==> src/rtl/kf8253_seq_pkg.sv <==
// Shared types and constants for the KF8253 bus sequencer: access FSM states,
// access phases and 8253 control-word / address encodings.
package kf8253_seq_pkg;

  typedef enum logic [2:0] {
    ACC_IDLE,
    ACC_SETUP,
    ACC_STROBE,
    ACC_HOLD,
    ACC_GAP
  } access_state_e;

  typedef enum logic [1:0] {
    PH_CTRL,
    PH_LSB,
    PH_MSB
  } phase_e;

  localparam logic [1:0] RW_LATCH   = 2'b00;
  localparam logic [1:0] RW_LSB_MSB = 2'b11;

  localparam logic [1:0] PIT_ADDR_CONTROL = 2'd3;
  localparam logic [1:0] COUNTER_ILLEGAL  = 2'd3;

  function automatic logic [7:0] control_word(input logic [1:0] counter,
                                              input logic [1:0] rw,
                                              input logic [2:0] mode,
                                              input logic       bcd);
    return {counter, rw, mode, bcd};
  endfunction

endpackage

==> src/rtl/kf8253_bus_sequencer_if.sv <==
// Command/response channel plus the 8253 CPU-side pins driven by the sequencer.
interface kf8253_bus_sequencer_if;

  logic        cmd_valid;
  logic        cmd_ready;
  logic        cmd_read;
  logic [1:0]  cmd_counter;
  logic [2:0]  cmd_mode;
  logic        cmd_bcd;
  logic [15:0] cmd_count;

  logic        rsp_valid;
  logic        rsp_error;
  logic [15:0] rsp_data;

  logic        pit_chip_select_n;
  logic        pit_read_enable_n;
  logic        pit_write_enable_n;
  logic [1:0]  pit_address;
  logic [7:0]  pit_data_out;
  logic [7:0]  pit_data_in;

  modport master (
    output cmd_valid, cmd_read, cmd_counter, cmd_mode, cmd_bcd, cmd_count,
    input  cmd_ready, rsp_valid, rsp_error, rsp_data,
    input  pit_chip_select_n, pit_read_enable_n, pit_write_enable_n,
    input  pit_address, pit_data_out,
    output pit_data_in
  );

  modport slave (
    input  cmd_valid, cmd_read, cmd_counter, cmd_mode, cmd_bcd, cmd_count,
    output cmd_ready, rsp_valid, rsp_error, rsp_data,
    output pit_chip_select_n, pit_read_enable_n, pit_write_enable_n,
    output pit_address, pit_data_out,
    input  pit_data_in
  );

endinterface

==> src/rtl/kf8253_bus_cycle.sv <==
// Single 8253 bus access engine: SETUP -> STROBE x N -> HOLD -> GAP, with all
// pins registered so they change only on clock edges (or asynchronously on reset).
module kf8253_bus_cycle
  import kf8253_seq_pkg::*;
#(
  parameter int unsigned STROBE_CYCLES = 2
) (
  input  logic       clock,
  input  logic       reset,
  input  logic       start_i,
  input  logic       is_read_i,
  input  logic [1:0] addr_i,
  input  logic [7:0] wdata_i,
  output logic       done_o,
  output logic [7:0] rdata_o,
  output logic       pit_chip_select_n_o,
  output logic       pit_read_enable_n_o,
  output logic       pit_write_enable_n_o,
  output logic [1:0] pit_address_o,
  output logic [7:0] pit_data_out_o,
  input  logic [7:0] pit_data_in_i
);

  localparam logic [3:0] STROBE_LAST = 4'(STROBE_CYCLES - 1);

  access_state_e state_q, state_d;
  logic [3:0]    strobe_cnt_q, strobe_cnt_d;
  logic          is_read_q, is_read_d;
  logic          cs_n_q, cs_n_d;
  logic          rd_n_q, rd_n_d;
  logic          wr_n_q, wr_n_d;
  logic [1:0]    addr_q, addr_d;
  logic [7:0]    data_q, data_d;
  logic [7:0]    rdata_q, rdata_d;

  // NOTE: state uses non-blocking assignments and an asynchronous reset, so
  // strobes and chip select go inactive the instant reset rises.
  always_ff @(posedge clock or posedge reset) begin
    if (reset) begin
      state_q      <= ACC_IDLE;
      strobe_cnt_q <= '0;
      is_read_q    <= 1'b0;
      cs_n_q       <= 1'b1;
      rd_n_q       <= 1'b1;
      wr_n_q       <= 1'b1;
      addr_q       <= '0;
      data_q       <= '0;
      rdata_q      <= '0;
    end else begin
      state_q      <= state_d;
      strobe_cnt_q <= strobe_cnt_d;
      is_read_q    <= is_read_d;
      cs_n_q       <= cs_n_d;
      rd_n_q       <= rd_n_d;
      wr_n_q       <= wr_n_d;
      addr_q       <= addr_d;
      data_q       <= data_d;
      rdata_q      <= rdata_d;
    end
  end

  // Each branch computes the pin values for the state being entered.
  always_comb begin
    // NOTE: every signal gets a default first so no path can infer a latch.
    state_d      = state_q;
    strobe_cnt_d = strobe_cnt_q;
    is_read_d    = is_read_q;
    cs_n_d       = 1'b1;
    rd_n_d       = 1'b1;
    wr_n_d       = 1'b1;
    addr_d       = addr_q;
    data_d       = data_q;
    rdata_d      = rdata_q;

    case (state_q)
      ACC_IDLE, ACC_GAP: begin
        if (start_i) begin
          state_d   = ACC_SETUP;
          is_read_d = is_read_i;
          cs_n_d    = 1'b0;
          addr_d    = addr_i;
          data_d    = is_read_i ? 8'h00 : wdata_i;
        end else begin
          state_d = ACC_IDLE;
        end
      end
      ACC_SETUP: begin
        state_d      = ACC_STROBE;
        strobe_cnt_d = STROBE_LAST;
        cs_n_d       = 1'b0;
        rd_n_d       = ~is_read_q;
        wr_n_d       = is_read_q;
      end
      ACC_STROBE: begin
        cs_n_d = 1'b0;
        if (strobe_cnt_q == 4'd0) begin
          state_d = ACC_HOLD;
          if (is_read_q) rdata_d = pit_data_in_i;
        end else begin
          strobe_cnt_d = strobe_cnt_q - 4'd1;
          rd_n_d       = ~is_read_q;
          wr_n_d       = is_read_q;
        end
      end
      ACC_HOLD: begin
        state_d = ACC_GAP;
        data_d  = 8'h00;
      end
      default: state_d = ACC_IDLE;
    endcase
  end

  assign done_o               = (state_q == ACC_GAP);
  assign rdata_o              = rdata_q;
  assign pit_chip_select_n_o  = cs_n_q;
  assign pit_read_enable_n_o  = rd_n_q;
  assign pit_write_enable_n_o = wr_n_q;
  assign pit_address_o        = addr_q;
  assign pit_data_out_o       = data_q;

endmodule

==> src/rtl/kf8253_bus_sequencer.sv <==
// Command-driven 8253 bus master: expands one program/read command into the
// control-word, LSB and MSB accesses and returns a single response pulse.
module kf8253_bus_sequencer
  import kf8253_seq_pkg::*;
#(
  parameter int unsigned STROBE_CYCLES = 2
) (
  input  logic                   clock,
  input  logic                   reset,
  kf8253_bus_sequencer_if.slave  bus
);

  logic        ready_q, ready_d;
  logic        rsp_valid_q, rsp_valid_d;
  logic        rsp_error_q, rsp_error_d;
  logic [15:0] rsp_data_q, rsp_data_d;
  phase_e      phase_q, phase_d;
  logic        read_q, read_d;
  logic [1:0]  counter_q, counter_d;
  logic [15:0] count_q, count_d;
  logic [7:0]  lsb_q, lsb_d;

  logic       accept;
  logic       eng_start;
  logic       eng_read;
  logic [1:0] eng_addr;
  logic [7:0] eng_wdata;
  logic       eng_done;
  logic [7:0] eng_rdata;

  assign accept = bus.cmd_valid && ready_q;

  always_ff @(posedge clock or posedge reset) begin
    if (reset) begin
      ready_q     <= 1'b1;
      rsp_valid_q <= 1'b0;
      rsp_error_q <= 1'b0;
      rsp_data_q  <= '0;
      phase_q     <= PH_CTRL;
      read_q      <= 1'b0;
      counter_q   <= '0;
      count_q     <= '0;
      lsb_q       <= '0;
    end else begin
      ready_q     <= ready_d;
      rsp_valid_q <= rsp_valid_d;
      rsp_error_q <= rsp_error_d;
      rsp_data_q  <= rsp_data_d;
      phase_q     <= phase_d;
      read_q      <= read_d;
      counter_q   <= counter_d;
      count_q     <= count_d;
      lsb_q       <= lsb_d;
    end
  end

  // Phase 0 is launched straight from the command inputs so its SETUP lands
  // one cycle after acceptance; later phases use the captured fields.
  always_comb begin
    ready_d     = ready_q;
    rsp_valid_d = 1'b0;
    rsp_error_d = rsp_error_q;
    rsp_data_d  = rsp_data_q;
    phase_d     = phase_q;
    read_d      = read_q;
    counter_d   = counter_q;
    count_d     = count_q;
    lsb_d       = lsb_q;
    eng_start   = 1'b0;
    eng_read    = read_q;
    eng_addr    = counter_q;
    eng_wdata   = 8'h00;

    if (accept) begin
      read_d    = bus.cmd_read;
      counter_d = bus.cmd_counter;
      count_d   = bus.cmd_count;
      if (bus.cmd_counter == COUNTER_ILLEGAL) begin
        rsp_valid_d = 1'b1;
        rsp_error_d = 1'b1;
        rsp_data_d  = '0;
      end else begin
        ready_d   = 1'b0;
        phase_d   = PH_CTRL;
        eng_start = 1'b1;
        eng_read  = 1'b0;
        eng_addr  = PIT_ADDR_CONTROL;
        eng_wdata = bus.cmd_read
                  ? control_word(bus.cmd_counter, RW_LATCH, 3'b000, 1'b0)
                  : control_word(bus.cmd_counter, RW_LSB_MSB, bus.cmd_mode, bus.cmd_bcd);
      end
    end else if (eng_done) begin
      case (phase_q)
        PH_CTRL: begin
          phase_d   = PH_LSB;
          eng_start = 1'b1;
          eng_wdata = count_q[7:0];
        end
        PH_LSB: begin
          lsb_d     = eng_rdata;
          phase_d   = PH_MSB;
          eng_start = 1'b1;
          eng_wdata = count_q[15:8];
        end
        default: begin
          phase_d     = PH_CTRL;
          ready_d     = 1'b1;
          rsp_valid_d = 1'b1;
          rsp_error_d = 1'b0;
          rsp_data_d  = read_q ? {eng_rdata, lsb_q} : 16'h0000;
        end
      endcase
    end
  end

  kf8253_bus_cycle #(
    .STROBE_CYCLES (STROBE_CYCLES)
  ) u_bus_cycle (
    .clock                (clock),
    .reset                (reset),
    .start_i              (eng_start),
    .is_read_i            (eng_read),
    .addr_i               (eng_addr),
    .wdata_i              (eng_wdata),
    .done_o               (eng_done),
    .rdata_o              (eng_rdata),
    .pit_chip_select_n_o  (bus.pit_chip_select_n),
    .pit_read_enable_n_o  (bus.pit_read_enable_n),
    .pit_write_enable_n_o (bus.pit_write_enable_n),
    .pit_address_o        (bus.pit_address),
    .pit_data_out_o       (bus.pit_data_out),
    .pit_data_in_i        (bus.pit_data_in)
  );

  assign bus.cmd_ready = ready_q;
  assign bus.rsp_valid = rsp_valid_q;
  assign bus.rsp_error = rsp_error_q;
  assign bus.rsp_data  = rsp_data_q;

endmodule
==> src/flat_wrapper.sv <==
// flat-port wrapper written by rule: the top's interface ports become plain ports
module kf8253_bus_sequencer_flat import kf8253_seq_pkg::*;
#(
  parameter int unsigned STROBE_CYCLES = 2
)
  (clock, reset, bus_cmd_valid, bus_cmd_read, bus_cmd_counter, bus_cmd_mode, bus_cmd_bcd, bus_cmd_count, bus_cmd_ready, bus_rsp_valid, bus_rsp_error, bus_rsp_data, bus_pit_chip_select_n, bus_pit_read_enable_n, bus_pit_write_enable_n, bus_pit_address, bus_pit_data_out, bus_pit_data_in);
  kf8253_bus_sequencer_if bus_i ();
  input  logic clock;
  input  logic reset;
  input wire logic [$bits(bus_i.cmd_valid)-1:0] bus_cmd_valid;
  input wire logic [$bits(bus_i.cmd_read)-1:0] bus_cmd_read;
  input wire logic [$bits(bus_i.cmd_counter)-1:0] bus_cmd_counter;
  input wire logic [$bits(bus_i.cmd_mode)-1:0] bus_cmd_mode;
  input wire logic [$bits(bus_i.cmd_bcd)-1:0] bus_cmd_bcd;
  input wire logic [$bits(bus_i.cmd_count)-1:0] bus_cmd_count;
  output wire logic [$bits(bus_i.cmd_ready)-1:0] bus_cmd_ready;
  output wire logic [$bits(bus_i.rsp_valid)-1:0] bus_rsp_valid;
  output wire logic [$bits(bus_i.rsp_error)-1:0] bus_rsp_error;
  output wire logic [$bits(bus_i.rsp_data)-1:0] bus_rsp_data;
  output wire logic [$bits(bus_i.pit_chip_select_n)-1:0] bus_pit_chip_select_n;
  output wire logic [$bits(bus_i.pit_read_enable_n)-1:0] bus_pit_read_enable_n;
  output wire logic [$bits(bus_i.pit_write_enable_n)-1:0] bus_pit_write_enable_n;
  output wire logic [$bits(bus_i.pit_address)-1:0] bus_pit_address;
  output wire logic [$bits(bus_i.pit_data_out)-1:0] bus_pit_data_out;
  input wire logic [$bits(bus_i.pit_data_in)-1:0] bus_pit_data_in;
  assign bus_i.cmd_valid = bus_cmd_valid;
  assign bus_i.cmd_read = bus_cmd_read;
  assign bus_i.cmd_counter = bus_cmd_counter;
  assign bus_i.cmd_mode = bus_cmd_mode;
  assign bus_i.cmd_bcd = bus_cmd_bcd;
  assign bus_i.cmd_count = bus_cmd_count;
  assign bus_cmd_ready = bus_i.cmd_ready;
  assign bus_rsp_valid = bus_i.rsp_valid;
  assign bus_rsp_error = bus_i.rsp_error;
  assign bus_rsp_data = bus_i.rsp_data;
  assign bus_pit_chip_select_n = bus_i.pit_chip_select_n;
  assign bus_pit_read_enable_n = bus_i.pit_read_enable_n;
  assign bus_pit_write_enable_n = bus_i.pit_write_enable_n;
  assign bus_pit_address = bus_i.pit_address;
  assign bus_pit_data_out = bus_i.pit_data_out;
  assign bus_i.pit_data_in = bus_pit_data_in;
  kf8253_bus_sequencer #(.STROBE_CYCLES(STROBE_CYCLES)) u_core (.clock(clock), .reset(reset), .bus(bus_i));
endmodule
==> config.mk <==
export PLATFORM = sky130hd
export DESIGN_NAME = kf8253_bus_sequencer_flat
export DESIGN_NICKNAME = d
export VERILOG_FILES = /design/src/rtl/kf8253_seq_pkg.sv /design/src/rtl/kf8253_bus_sequencer_if.sv /design/src/rtl/kf8253_bus_cycle.sv /design/src/rtl/kf8253_bus_sequencer.sv /design/src/flat_wrapper.sv
export SDC_FILE = /design/constraint.sdc
export NUM_CORES = 1
export LEC_CHECK = 0
export ABC_CLOCK_PERIOD_IN_PS = 6800
export BUFFER_PORTS_ARGS = -buffer_cell sky130_fd_sc_hd__buf_4
export CAP_MARGIN = 5
export CORE_MARGIN = 2
export CORE_UTILIZATION = 58
export DETAILED_ROUTE_END_ITERATION = 6
export PLACE_DENSITY = 0.82
export RECOVER_POWER = 100
export SLEW_MARGIN = 20
export SYNTH_ARGS = -nofsm -noshare
export SYNTH_HDL_FRONTEND = slang
export SYNTH_SLANG_ARGS = --single-unit
export TNS_END_PERCENT = 20
==> constraint.sdc <==
create_clock -name clock -period 6.8 [get_ports clock]
set_input_delay 2.04 -clock clock [delete_from_list [all_inputs] [get_ports clock]]
set_output_delay 2.04 -clock clock [all_outputs]
set_load 0.02 [all_outputs]
==> reports/metrics.yaml <==
rrSetupSlack_ps: 3750
syn_to_final_growth_pct: 18.03
drcViolationCount: 0
clockRootBuffer: "clkbuf_8"
finish.utilization_pct: 70.19
ys_async_sr_fraction_pct: 100.0
yosysSeqAreaShare_pct: 59.36
grt-ovfl-total: 0
hold_viol_final: 0
cts_made_buffers: 9
r2r-end: "u_core.bus.rsp_data[11]$_DFFE_PP0P_"
cts_resized: 0
std_cell_rows: 27
port_buffers: 65
cts_hold_buf: 0
syn-num-nets: 347
synth_common_cells: "nand2_1, dfrtp_1, o21ai_0"
rsz0062_at_grt: "no"
synth.area.top_cells: "dfrtp_1, nand2_1, mux2_2"
start_kind: "input port"
reg2reg_depth: 3
htreeDepth: 3
synth.avg_cell_area_um2: 10.43
period_minus_slack_ps: 4288
slew_headroom_pct: 10.22
netlist_area_um2: 3254
vias: 2430
finalSetupViolCount: 0
synth.most_common_cell: "nand2_1"
gp_routability_congestion: 0.8893
fillCellCount: 427
hold_depth: 2
outcome: "completed"
vdd_drop_max_v: 0.0002246
yosysTopAreaCell: "dfrtp_1"
synth-seq-cells: 77
tightest_slew_ps: 1346
drv_cap: 0
synth_warnings: 0
critPathKind: "in -> reg"
clk_pin_slew_ps: 70
clk_path_buf_depth: 2
firstDrtPassIters: 4
setup_tns_ps: 0
core_um2: 5473
ant_nets: 0
route.final.wire_length_um: 6661
n_antenna_cell: 0
insertion_delay_ps: 340
die_y_um: 78.91
cts_setup_buffers: 0
grt_max_degree: 78
start_util_pct: 59.47
timing.rr.start: "u_core.bus.cmd_ready$_DFFE_PP1P_"
drive_gt1_share_pct: 19.00
cp.required_ps: 6960
ys_types: 40
worstHoldStart: "u_core.count_q[13]$_DFFE_PP0P_"
leakage_nw: 1.813
synth_top_area_share_pct: 56.13
io_pins: 66
dieArea_um2: 6226
finalPower_mw: 1.580
critPathMaxFanout: 33
grt_pass1_vias: 2351
antenna_found_initial: 0
power.density_nw_per_um2: 411.2
dieWidth_um: 78.91
grt_pass1_wl_um: 11110
cp-end-kind: "flip-flop"
fin_nets: 409
synth-main-ff-cell: "dfrtp_1"
cts_tree: "yes"
hp-class: "reg -> reg"
holdPathEnd: "u_core.count_q[13]$_DFFE_PP0P_"
max_freq_ghz: 0.2332
finalMaxSlewViolations: 0
avgViaCountPerCell: 5.388
clock-sinks: 77
drt_iter0_drc: 161
finalCritPeriodShare_pct: 63.06
synth-edff-count: 0
track_usage_pct: 23.24
fin_skew_ps: 8.323
hpwl_um: 4591
cp.arrival_ps: 4440
syn-instance-count: 312
wl_per_cell_um: 14.77
-- power breakdown --
part | internal, mW | switching (mW) | total [mW]
Sequential | 0.640 | 0.129 | 0.769
Combinational | 0.199 | 0.282 | 0.481
Clock | 0.180 | 0.150 | 0.329
Total | 1.02 | 0.561 | 1.58
-- metrics by stage --
stage	std cells	area [um2]	hold slack (ps)	setup WS [ps]
after floorplan	312	3254	433.4	2800
after global placement	435	3774	455.5	2691
after detailed placement	435	3774	462.1	2568
after CTS	451	3961	478.8	2893
after global routing	451	3841	504.3	2177
final	451	3841	477.6	2512
-- kinds of logic after synthesis --
group           count (synthesis)  share of synthesized area [%]
xor+xnor                        3                         0.8075
fa+ha+maj                       1                         0.3844
simple gates                  139                          18.65
flops                          77                          59.36
mux                            25                          8.343
compound gates                 44                          9.497
buf+inv                        23                          2.960
-- state kept, by name (all words and copies together) (netlist names), 3 cells and up --
name / count
u_core.bus.rsp_data: 16
u_core.u_bus_cycle.rdata_o: 8
u_core.lsb_q: 8
u_core.count_q: 16
u_core.u_bus_cycle.pit_data_out_o: 8
u_core.u_bus_cycle.state_q: 3
u_core.u_bus_cycle.strobe_cnt_q: 4
-- per-layer routing --
layer / up-vias / part of all wire [%] / GRT usage (%)
met5: - / 0 / 0
met4: 0 / 1.6 / 10.34
met3: 12 / 5.4 / 4.545
met2: 70 / 48 / 34.44
met1: 1169 / 45 / 33.64
li1: 1179 / - / -
-- how the worst max path moves through the flow --
stage | startpoint | to | slack, ps | depth (start not counted)
3_5_place_dp | bus_cmd_valid | u_core.bus.rsp_data[13]$_DFFE_PP0P_ | 2570 | 4
4_1_cts | bus_cmd_valid | u_core.bus.rsp_data[11]$_DFFE_PP0P_ | 2890 | 4
3_3_place_gp | bus_cmd_valid | u_core.bus.rsp_data[9]$_DFFE_PP0P_ | 2690 | 4
5_1_grt | bus_cmd_valid | u_core.bus.rsp_data[13]$_DFFE_PP0P_ | 2180 | 4
2_1_floorplan | reset | u_core.bus.rsp_data[0]$_DFFE_PP0P_ | 2800 | 1
6_report | bus_cmd_valid | u_core.bus.rsp_data[11]$_DFFE_PP0P_ | 2510 | 4
-- critical path, cell delays in order --
cell      delay (ps)
clkbuf_1         130
and2_0          1040
o41a_1           940
o21ai_0          270
-- cell usage in the layout, fill, tap and decap left out, types with 2 or more instances in the layout --
master / synthesis / routed
o21ai_0: 21 / 21
or2_2: 2 / 2
nand3_1: 10 / 10
buf_4: 0 / 25
o2bb2ai_1: 3 / 3
nor3_1: 11 / 11
clkbuf_4: 0 / 9
nor3b_1: 3 / 3
mux2_2: 17 / 17
inv_1: 8 / 8
clkbuf_1: 9 / 36
o32ai_1: 2 / 2
dfstp_2: 4 / 3
and2_1: 4 / 2
and2_0: 1 / 3
nor2_1: 11 / 11
dfrtp_1: 73 / 73
nand2_1: 91 / 91
xor2_1: 2 / 2
clkbuf_8: 0 / 10
a22o_1: 8 / 8
o31ai_1: 2 / 2
mux2i_1: 8 / 8
-- area by class of cell --
type | count | area, um2 | area share [%]
sequential | 77 | 1932 | 50.29
multi-input combinational | 212 | 1226 | 31.92
timing repair buffer | 66 | 375.4 | 9.772
clock buffer | 14 | 152.6 | 3.974
tap | 72 | 90.09 | 2.345
clock inverter | 2 | 35.03 | 0.9121
inverter | 8 | 30.03 | 0.7818
(Power assumes the default switching activity.)
